==> config.mk <==
export PLATFORM = sky130hd
export DESIGN_NAME = thermo_share_gen
export DESIGN_NICKNAME = d
export VERILOG_FILES = /design/src/rtl/thermo_share_gen.sv
export SDC_FILE = /design/constraint.sdc
export NUM_CORES = 1
export LEC_CHECK = 0
export CAP_MARGIN = 5
export CORE_MARGIN = 4
export CORE_UTILIZATION = 54
export CTS_CLUSTER_DIAMETER = 100
export CTS_CLUSTER_SIZE = 20
export DETAILED_ROUTE_END_ITERATION = 8
export GPL_TIMING_DRIVEN = 1
export PLACE_DENSITY = 0.77
export SYNTH_ARGS = -nofsm -noshare
export SYNTH_HDL_FRONTEND = slang
export SYNTH_SLANG_ARGS = --single-unit
==> constraint.sdc <==
create_clock -name clk -period 2.45 [get_ports clk]
set_input_delay 0.3675 -clock clk [delete_from_list [all_inputs] [get_ports clk]]
set_output_delay 0.3675 -clock clk [all_outputs]
set_load 0.02 [all_outputs]
==> src/rtl/thermo_share_gen.sv <==
// thermo_share_gen: splits four raw thermostat bits into two Boolean shares
// each and hands them, with four fresh gadget randomness bits, to a masked
// consumer over a valid/ready handshake. Randomness comes from a 32-bit Galois
// LFSR that advances 8 steps every cycle, so back-to-back bundles never reuse
// mask bits.
// Optional feature: define THERM_RESEED_EN to add the seed_valid/seed reseed
// port pair; the default build seeds the LFSR only from SEED.
module thermo_share_gen #(
    parameter logic [31:0] SEED       = 32'hACE1_2468, // must be nonzero
    parameter int unsigned WARMUP_CYC = 4              // 1..15
) (
    input  logic        clk,
    input  logic        rst_n,
    input  logic        in_valid,
    output logic        in_ready,
    input  logic        too_cold,
    input  logic        too_hot,
    input  logic        mode,
    input  logic        fan_on,
    output logic        out_valid,
    input  logic        out_ready,
    output logic        too_cold0,
    output logic        too_cold1,
    output logic        too_hot0,
    output logic        too_hot1,
    output logic        mode0,
    output logic        mode1,
    output logic        fan_on0,
    output logic        fan_on1,
    output logic        r0,
    output logic        r1,
    output logic        r2,
    output logic        r3
`ifdef THERM_RESEED_EN
    ,
    input  logic        seed_valid,
    input  logic [31:0] seed
`endif
);

    localparam logic [31:0] POLY      = 32'h8020_0003;
    localparam logic [3:0]  WARM_LAST = 4'(WARMUP_CYC - 1);

    typedef enum logic [1:0] {WARMUP, EMPTY, FULL} state_t;

    // Registered output bundle; field order matches the port list.
    typedef struct packed {
        logic too_cold0, too_cold1;
        logic too_hot0,  too_hot1;
        logic mode0,     mode1;
        logic fan_on0,   fan_on1;
        logic r0, r1, r2, r3;
    } bundle_t;

    // Eight unrolled right-shift Galois steps per clock.
    function automatic logic [31:0] lfsr_step8(input logic [31:0] s);
        logic [31:0] v;
        v = s;
        for (int i = 0; i < 8; i++) begin
            v = {1'b0, v[31:1]} ^ (v[0] ? POLY : 32'h0);
        end
        return v;
    endfunction

    state_t      state_q, state_d;
    logic [3:0]  cnt_q, cnt_d;
    logic [31:0] lfsr_q, lfsr_d;
    bundle_t     bundle_q, bundle_d;
    logic        accept;
    logic        reseed;
    logic [31:0] reseed_val;
    logic [7:0]  m;

`ifdef THERM_RESEED_EN
    assign reseed     = seed_valid;
    assign reseed_val = (seed == 32'h0) ? SEED : seed;
`else
    assign reseed     = 1'b0;
    assign reseed_val = SEED;
`endif

    assign m      = lfsr_q[7:0];
    assign accept = in_valid & in_ready;

    // State, warm-up counter, LFSR and output bundle registers.
    always_ff @(posedge clk) begin
        // NOTE: every register here, including the bundle, is reset so no stale shares leak out after reset.
        if (!rst_n) begin
            state_q  <= WARMUP;
            cnt_q    <= 4'd0;
            lfsr_q   <= SEED;
            bundle_q <= '0;
        end else begin
            // NOTE: non-blocking assignments so every flop samples pre-edge values.
            state_q  <= state_d;
            cnt_q    <= cnt_d;
            lfsr_q   <= lfsr_d;
            bundle_q <= bundle_d;
        end
    end

    // Next-state logic: warm-up countdown, then the one-deep EMPTY/FULL buffer.
    always_comb begin
        // NOTE: defaults first so no path leaves a variable unassigned (no latches).
        state_d = state_q;
        cnt_d   = cnt_q;
        case (state_q)
            WARMUP: begin
                cnt_d = cnt_q + 4'd1;
                if (cnt_q == WARM_LAST) state_d = EMPTY;
            end
            EMPTY:   if (accept) state_d = FULL;
            FULL:    if (out_ready && !in_valid) state_d = EMPTY;
            default: state_d = WARMUP;
        endcase
        if (reseed) begin
            state_d = WARMUP;
            cnt_d   = 4'd0;
        end
    end

    // Handshake outputs; in_ready is forced low during reset and reseed.
    always_comb begin
        in_ready  = 1'b0;
        out_valid = 1'b0;
        case (state_q)
            EMPTY: in_ready = 1'b1;
            FULL: begin
                out_valid = 1'b1;
                in_ready  = out_ready;
            end
            default: ;
        endcase
        if (!rst_n || reseed) in_ready = 1'b0;
        if (!rst_n) out_valid = 1'b0;
    end

    // Datapath: LFSR advance/reseed and share masking on acceptance.
    always_comb begin
        lfsr_d   = reseed ? reseed_val : lfsr_step8(lfsr_q);
        bundle_d = bundle_q;
        if (reseed) begin
            bundle_d = '0;
        end else if (accept) begin
            bundle_d.too_cold0 = too_cold ^ m[0];
            bundle_d.too_cold1 = m[0];
            bundle_d.too_hot0  = too_hot ^ m[1];
            bundle_d.too_hot1  = m[1];
            bundle_d.mode0     = mode ^ m[2];
            bundle_d.mode1     = m[2];
            bundle_d.fan_on0   = fan_on ^ m[3];
            bundle_d.fan_on1   = m[3];
            bundle_d.r0        = m[4];
            bundle_d.r1        = m[5];
            bundle_d.r2        = m[6];
            bundle_d.r3        = m[7];
        end
    end

    assign too_cold0 = bundle_q.too_cold0;
    assign too_cold1 = bundle_q.too_cold1;
    assign too_hot0  = bundle_q.too_hot0;
    assign too_hot1  = bundle_q.too_hot1;
    assign mode0     = bundle_q.mode0;
    assign mode1     = bundle_q.mode1;
    assign fan_on0   = bundle_q.fan_on0;
    assign fan_on1   = bundle_q.fan_on1;
    assign r0        = bundle_q.r0;
    assign r1        = bundle_q.r1;
    assign r2        = bundle_q.r2;
    assign r3        = bundle_q.r3;

endmodule

==> results of run 1 <==
## cells in the final DEF, fill, tap and decap left out, types with 4 or more instances in the layout
cell type        Yosys  layout
dfxtp_1             50      50
nand2_1             22      22
and2_1              20      20
clkdlybuf4s50_1      0      20
xnor2_1             16      16
nand3_1             13      13
nand2b_1            10      10
xor2_1               7       7
ha_1                 6       6
nor2b_1              5       5
clkbuf_4             0       5
o21ai_0              4       4
## cells in the mapped netlist (2+ instances only)
master    instances
nand2_1          22
nor2b_1           5
and2_1           20
xnor2_1          16
o21ai_0           4
mux2i_1           3
xor2_1            7
buf_4             2
inv_1             3
xnor2_2           2
ha_1              6
clkbuf_1          7
xor2_2            2
nand2b_1         10
dfxtp_1          50
nor2_1            3
xnor3_1           2
nand3_1          13
## metrics by stage
step           cells  power [µW]  setup WS [ps]  hold WS [ps]
2_1_floorplan    186        1910            678           386
3_3_place_gp     246        2030            377           389
3_5_place_dp     246        2080            249           398
4_1_cts          254        2450           79.8           428
5_1_grt          254        2610            190           446
6_report         254        2420            259           423
## registers in the layout, summed over array words and instances (netlist names)
register	cells
lfsr_q	32
cnt_q	4
state_q	2
fan_on0	1
fan_on1	1
mode0	1
mode1	1
r0	1
r1	1
r2	1
r3	1
too_cold0	1
too_cold1	1
too_hot0	1
too_hot1	1
## cells by family after synthesis
kind of cell	synth area share (%)
compound gates	1.80
xor+xnor	17.2
fa+ha+maj	3.85
buf+inv	2.95
flops	51.3
mux	1.54
simple gates	21.4
## where the power goes
group / internal [µW] / switching [µW]
Clock: 139 / 236
Combinational: 520 / 385
Sequential: 1020 / 126
Total: 1670 / 747
## timing repair
action / in CTS / in global routing
hold buffers: 0 / 0
setup endpoints to repair: 0 / 1
gates resized for setup: 0 / 1
## worst max-delay path: stages, from the launching register on
cell,delay (ps)
dfxtp_1,430
inv_1,90
ha_1,250
and2_1,150
clkdlybuf4s50_1,540
## routing by layer
layer,vias to the layer above,wire (µm)
met1,561,1450
met2,23,1460
met3,7,144
met5,-,0
met4,0,55
li1,625,-
## cell type report
cell class / count / area, µm²
sequential: 50 / 1000
fill: 270 / 1160
tap: 46 / 57.6
multi-input combinational: 123 / 892
clock inverter: 1 / 5.00
timing repair buffer: 24 / 235
clock buffer: 7 / 55.1
inverter: 3 / 11.3
## final timing paths
kind                             end  slack, ps  depth (start not counted)
max                        out_valid        260                          4
min            lfsr_q[22]$_SDFF_PN1_        420                          1
max reg2reg  state_q[0]$_SDFFE_PN0P_        590                          6
min reg2reg    lfsr_q[22]$_SDFF_PN1_        420                          1
==> impl_metrics.tcl, run 1 <==
set metrics [dict create \
    outcome "finished, final reports clean" \
    leakagePower_uw 0.000955 \
    grt.met2_usage_pct 24.9 \
    finalSetupViolations 0 \
    grt_use_met1_pct 19.4 \
    hold_viol_final 0 \
    die_width_um 68.1 \
    busiest_layer "met2" \
    io_buffer_count 21 \
    grt_max_degree 37 \
    worstReg2RegStart "state_q[0]$_SDFFE_PN0P_" \
    ir_drop_mv 0.845 \
    fin_crit_sh_pct 89.4 \
    clk_pin_slew_ps 130 \
    drt_first_pass_iters 4 \
    synthArstFlopShare_pct 0 \
    syn_to_final_growth_pct 15.7 \
    endpoint_kind "primary output" \
    crit_type "reg2out" \
    pwr_density_cell_nw_per_um2 1070 \
    yosysTopAreaCell "dfxtp_1" \
    slew_headroom_pct 63.9 \
    rsz0062_at_grt "false" \
    synth.cell_area_um2 1950 \
    syn_nets 200 \
    cts-root-buf "clkbuf_4" \
    synth-edff-count 0 \
    die_h_um 68.1 \
    fin_nets 221 \
    num_rows 21 \
    start_util_pct 57.1 \
    via_per_inst 4.79 \
    fin_setup_tns_ps 0 \
    clk_path_buf_depth 2 \
    grt_use_met3_pct 3.94 \
    seq_area_frac_synth_pct 51.3 \
    numCtsBuffers 5 \
    fin_crit_ps 2190 \
    cp_data_required_time_ps 2080 \
    place_congestion 0.777 \
    clk_latency_ps 360 \
    synth_area_leaders "dfxtp_1 (51%), xnor2_1 (7.2%), and2_1 (6.4%)" \
    drt-total-wl_mm 3.11 \
    grt_usage_pct 15.4 \
    vias 1216 \
    drc 0 \
    dpl_cell_area_um2 2190 \
    cp-start-kind "flop" \
    hp-start "lfsr_q[30]$_SDFF_PN0_" \
    post_cts_buffers 0 \
    worst_pin_slew_ps 541 \
    final_max_slew_viol_count 0 \
    final_area_um2 2260 \
    synth_top_area_share_pct 51.3 \
    drtIter0Drc 77 \
    crit_fanout 5 \
    final_util_pct 66.1 \
    dp_hpwl_mm 2.25 \
    num_antenna_cells 0 \
    yosys_warnings 0 \
    ioPinCount 22 \
    overflow 0 \
    synth_cell_type_count 27 \
    min_path_type "reg2reg" \
    syn_inst 186 \
    finalClockSkew_ps 6.39 \
    ys_seq_elements 50 \
    max_freq_mhz 456 \
    core_um2 3420 \
    grt_pass1_vias 1225 \
    syn-mean-instance-area_um2 10.5 \
    wl_per_cell_um 12.2 \
    clock-sinks 50 \
    cp-startpoint "state_q[0]$_SDFFE_PN0P_" \
    worstPathArrival_ps 1820 \
    ant_nets 0 \
    htree_levels 2 \
    synth-main-ff-cell "dfxtp_1" \
    max_cap_viol_count 0 \
    die_area_um2 4640 \
    antenna_found_initial 0 \
    grt_pass1_wl_mm 5.31 \
    cts_tree "built" \
    drive_gt1_share_pct 7.69 \
]
Power figures use the tool's default switching activity.
==> inputs of run 2 (changes only) <==
--- a/config.mk
+++ b/config.mk
@@ -5,14 +5,16 @@
 export SDC_FILE = /design/constraint.sdc
 export NUM_CORES = 1
 export LEC_CHECK = 0
+export ABC_CLOCK_PERIOD_IN_PS = 2650
 export CAP_MARGIN = 5
 export CORE_MARGIN = 4
-export CORE_UTILIZATION = 54
+export CORE_UTILIZATION = 60
 export CTS_CLUSTER_DIAMETER = 100
 export CTS_CLUSTER_SIZE = 20
 export DETAILED_ROUTE_END_ITERATION = 8
+export DONT_BUFFER_PORTS = 1
 export GPL_TIMING_DRIVEN = 1
-export PLACE_DENSITY = 0.77
+export PLACE_DENSITY = 0.76
 export SYNTH_ARGS = -nofsm -noshare
 export SYNTH_HDL_FRONTEND = slang
 export SYNTH_SLANG_ARGS = --single-unit
==> constraint.sdc (replaced) <==
create_clock -name clk -period 2.65 [get_ports clk]
set_input_delay 0.3975 -clock clk [delete_from_list [all_inputs] [get_ports clk]]
set_output_delay 0.3975 -clock clk [all_outputs]
set_load 0.02 [all_outputs]
==> impl_metrics.tcl, run 2 (synthesis results as in run 1) <==
set metrics [dict create \
    final_max_slew_viol_count 0 \
    overflow 0 \
    finalSetupViolations 0 \
    timing.hold.ws_ps 110 \
    clock-sinks 50 \
    fin_crit_ps 1950 \
    max_freq_mhz 513 \
    via_per_inst 4.90 \
    cts_resized 0 \
    cts-root-buf "clkbuf_4" \
    vias 1113 \
    syn_to_final_growth_pct 2.76 \
    drt-total-wl_mm 2.80 \
    io_buffer_count 0 \
    outcome "finished, final reports clean" \
    ant_nets 0 \
    grt_pass1_wl_mm 4.95 \
    p_total_uw 2150 \
    die_area_um2 4230 \
    pwr_density_cell_nw_per_um2 1070 \
    start_util_pct 63.4 \
    wl_per_cell_um 12.3 \
    drive_gt1_share_pct 6.01 \
    cp_data_required_time_ps 2250 \
    dp_hpwl_mm 1.98 \
    rsz0062_at_grt "false" \
    drc 0 \
    core_um2 3080 \
    clk_path_buf_depth 2 \
    final_util_pct 65.1 \
    max_cap_viol_count 0 \
    num_antenna_cells 0 \
    cts_tree "built" \
    fin_nets 197 \
    regMostFlops "lfsr_q" \
    post_cts_buffers 0 \
    min_path_type "in2reg" \
    grt_max_degree 54 \
    htree_levels 2 \
    endpoint_kind "primary output" \
    dpl_cell_area_um2 1960 \
    finalClockSkew_ps 5.22 \
    clk_latency_ps 350 \
    leakagePower_uw 0.000836 \
    mostFrequentLayoutCells "dfxtp_1 (50), nand2_1 (22), and2_1 (20), xnor2_1 (16), nand3_1 (13)" \
    grt_pass1_vias 1095 \
    place_congestion 0.684 \
    numCtsBuffers 5 \
    die_width_um 65.0 \
    grt_usage_pct 15.3 \
    fillers 242 \
    fin_setup_tns_ps 0 \
    largest_reg_flops 32 \
    die_h_um 65.0 \
    antenna_found_initial 0 \
    ir_drop_mv 0.453 \
    drtIter0Drc 33 \
    ioPinCount 22 \
    num_rows 20 \
    fin_crit_sh_pct 73.6 \
    slew_headroom_pct 44.3 \
    seq_area_um2 1000 \
    crit_fanout 4 \
    drt_first_pass_iters 4 \
    ctsHoldBuffers 0 \
    crit_type "reg2out" \
    final_area_um2 2000 \
    multi_input_area_um2 892 \
    final_common_cell "dfxtp_1" \
    clk_pin_slew_ps 120 \
    worstPathArrival_ps 1550 \
    cp-start-kind "flop" \
    hold_viol_final 0 \
    largestRegisters "lfsr_q x32, cnt_q x4, state_q x2" \
    worst_pin_slew_ps 833 \
]
[run 2: path summary, 6_finish.rpt]
kind                                 from               endpoint  slack (ps)  depth (start not counted)
setup / recovery  state_q[1]$_SDFFE_PN0P_               in_ready         700                          4
hold reg to reg     lfsr_q[18]$_SDFF_PN0_  lfsr_q[10]$_SDFF_PN1_         430                          1
setup reg to reg  state_q[1]$_SDFFE_PN0P_        r2$_SDFFE_PN0P_         810                          6
hold / removal                      rst_n  lfsr_q[21]$_SDFF_PN1_         110                          1
[run 2: stage by stage]
stage	cells	setup slack (ps)
6_report	227	700
3_5_place_dp	220	846
3_3_place_gp	220	926
5_1_grt	227	538
4_1_cts	227	671
2_1_floorplan	186	878
[run 2: critical path, cell delays in order (launching register included)]
cell and delay [ps]:
dfxtp_1 400, inv_1 100, ha_1 300, nand2_1 80, nor2_1 330
[run 2: cell type report]
class                      count  share of cell area [%]
sequential                    50                    49.9
tap                           44                    2.75
clock buffer                   7                    2.25
multi-input combinational    123                    44.5
inverter                       3                   0.562
[run 2: routing by layer]
layer | GRT usage, % | share of wire [%]
met5 | 0 | 0
met1 | 18.4 | 46
met2 | 24.5 | 46
met4 | 6.99 | 1.6
met3 | 5.37 | 5.9
[run 2: where the power goes]
group | leakage [µW] | internal, µW | switching [µW]
Sequential | 0.000412 | 939 | 122
Clock | 0.0000254 | 100 | 202
Combinational | 0.000399 | 459 | 327
==> inputs of run 3 (changes only) <==
==> config.mk (replaced) <==
export PLATFORM = sky130hd
export DESIGN_NAME = thermo_share_gen
export DESIGN_NICKNAME = d
export VERILOG_FILES = /design/src/rtl/thermo_share_gen.sv
export SDC_FILE = /design/constraint.sdc
export NUM_CORES = 1
export LEC_CHECK = 0
export ABC_CLOCK_PERIOD_IN_PS = 1620
export CAP_MARGIN = 5
export CORE_MARGIN = 4
export CORE_UTILIZATION = 55
export CTS_CLUSTER_DIAMETER = 100
export CTS_CLUSTER_SIZE = 20
export DETAILED_ROUTE_END_ITERATION = 8
export DONT_BUFFER_PORTS = 1
export GPL_TIMING_DRIVEN = 1
export PLACE_DENSITY = 0.73
export SYNTH_ARGS = -nofsm -noshare
export SYNTH_HDL_FRONTEND = slang
export SYNTH_SLANG_ARGS = --single-unit
==> constraint.sdc (replaced) <==
create_clock -name clk -period 1.62 [get_ports clk]
set_input_delay 0.243 -clock clk [delete_from_list [all_inputs] [get_ports clk]]
set_output_delay 0.243 -clock clk [all_outputs]
set_load 0.02 [all_outputs]
==> impl_metrics.tcl, run 3 (synthesis results as in run 1) <==
set metrics [dict create \
    outcome "complete, but fails checks" \
    violations "setup timing" \
    wl_per_cell_um 14.2 \
    max_freq_mhz 616 \
    hold_viol_final 0 \
    grt_usage_pct 17.1 \
    dp_hpwl_mm 2.21 \
    final_max_slew_viol_count 0 \
    ir_drop_mv 0.870 \
    place_ws_ps -122 \
    via_per_inst 5.06 \
    drc 0 \
    io_buffer_count 0 \
    numCtsBuffers 5 \
    drt_first_pass_iters 4 \
    slew_headroom_pct 48.5 \
    reg2reg_slack_ps -3 \
    path_cells "ha_4 > or3b_4 > a222oi_1 > buf_4 > mux2i_1 > nor2b_1" \
    fin_nets 216 \
    syn_to_final_growth_pct 15.3 \
    htree_levels 2 \
    clock-sinks 50 \
    fin_setup_tns_ps -2.66 \
    core_um2 3390 \
    antenna_found_initial 0 \
    num_rows 21 \
    path_buf_inv 1 \
    clk_latency_ps 360 \
    final_common_cell "dfxtp_1" \
    min_path_type "in2reg" \
    worst_pin_slew_ps 770 \
    grt_max_degree 28 \
    finalSetupViolations 1 \
    pwr_density_cell_nw_per_um2 1780 \
    rsz0062_at_grt "true" \
    drtIter0Drc 50 \
    crit_fanout 2 \
    num_antenna_cells 0 \
    largest_reg_flops 32 \
    max_cap_viol_count 0 \
    mostFrequentLayoutCells "dfxtp_1 (45), nand2_1 (21), and2_1 (19), xnor2_1 (16), buf_4 (16)" \
    cts_tree "built" \
    overflow 0 \
    die_area_um2 4560 \
    leakagePower_uw 0.000947 \
    endpoint_kind "flop" \
    place_congestion 0.730 \
    die_width_um 67.6 \
    critical_path.top_delay_family "simple AND/OR/NAND/NOR gates" \
    vias 1254 \
    regMostFlops "lfsr_q" \
    cp_data_required_time_ps 1880 \
    crit_type "reg2reg" \
    largestRegisters "lfsr_q x32, cnt_q x4, state_q x2" \
    cp-start-kind "flop" \
    grt_pass1_vias 1299 \
    drive_gt1_share_pct 23.3 \
    ioPinCount 22 \
    die_h_um 67.6 \
    drt-total-wl_mm 3.53 \
    start_util_pct 57.5 \
    finalClockSkew_ps 11.5 \
    ant_nets 0 \
    worstPathArrival_ps 1890 \
    clk_path_buf_depth 2 \
    clk_pin_slew_ps 130 \
    cp_slowest_cell "dfxtp_2" \
    setup_slack_ps -2.66 \
    cts-root-buf "clkbuf_4" \
    fin_crit_ps 1620 \
    grt_pass1_wl_mm 5.72 \
    fin_crit_sh_pct 100 \
    slowest_delay_ps 370 \
]
[run 3: cell count changes in the layout (fill, tap and decap cells not counted), moves of 2 or more]
cell	previous run	this run
dfxtp_2	0	5
buf_4	0	16
inv_2	0	2
clkbuf_1	2	0
or3b_4	0	2
ha_4	0	3
ha_1	6	2
inv_1	3	1
dlygate4sd3_1	0	3
dfxtp_1	50	45
[run 3: area by class of cell]
cell class,count,area [µm²]
clock inverter,2,13.8
tap,46,57.6
timing repair buffer,19,150
inverter,3,11.3
clock buffer,5,37.5
sequential,50,1010
fill,240,1140
multi-input combinational,123,971
[run 3: repair_timing]
action | in CTS | in global routing
buffers inserted | 4 | 1
endpoints found under the setup margin | 12 | 17
resized for setup | 8 | 14
hold buffers | 2 | 1
endpoints found under the hold margin | 25 | 6
pin swaps | 1 | 3
[run 3: power by group]
group	leakage (µW)	total, µW	switching (µW)	internal, µW
registers	0.000414	1720	172	1550
logic	0.000502	1750	748	1010
clock network	0.0000314	533	368	165
total	0.000947	4000	1290	2720
[run 3: per-stage QoR]
step                      util (%)  area (µm²)  cells  hold slack (ps)  power [µW]
after global placement        60.5        2050    233              312        3180
after global routing          66.3        2250    248            0.594        4290
final                         66.3        2250    248             18.4        4000
after floorplan                  -        1970    186              386        2900
after detailed placement      60.5        2050    233              314        3270
after CTS                     64.2        2180    246            0.349        3920
[run 3: final timing paths]
| check | start | endpoint | depth (start not counted) |
|---|---|---|---|
| min reg2reg | lfsr_q[14]$_SDFF_PN0_ | lfsr_q[6]$_SDFF_PN1_ | 1 |
| max reg2reg | cnt_q[1]$_SDFFE_PN0P_ | state_q[0]$_SDFFE_PN0P_ | 6 |
| max | cnt_q[1]$_SDFFE_PN0P_ | state_q[0]$_SDFFE_PN0P_ | 6 |
| min | rst_n | cnt_q[2]$_SDFFE_PN0P_ | 1 |
[run 3: routing by layer]
layer  global-route usage [%]  up-vias  part of all wire (%)
met5                        0        -                     0
met4                     8.10        0                   2.2
met3                     5.66       10                   5.7
met2                     28.9       26                    48
met1                     19.2      604                    45
li1                         -      614                     -
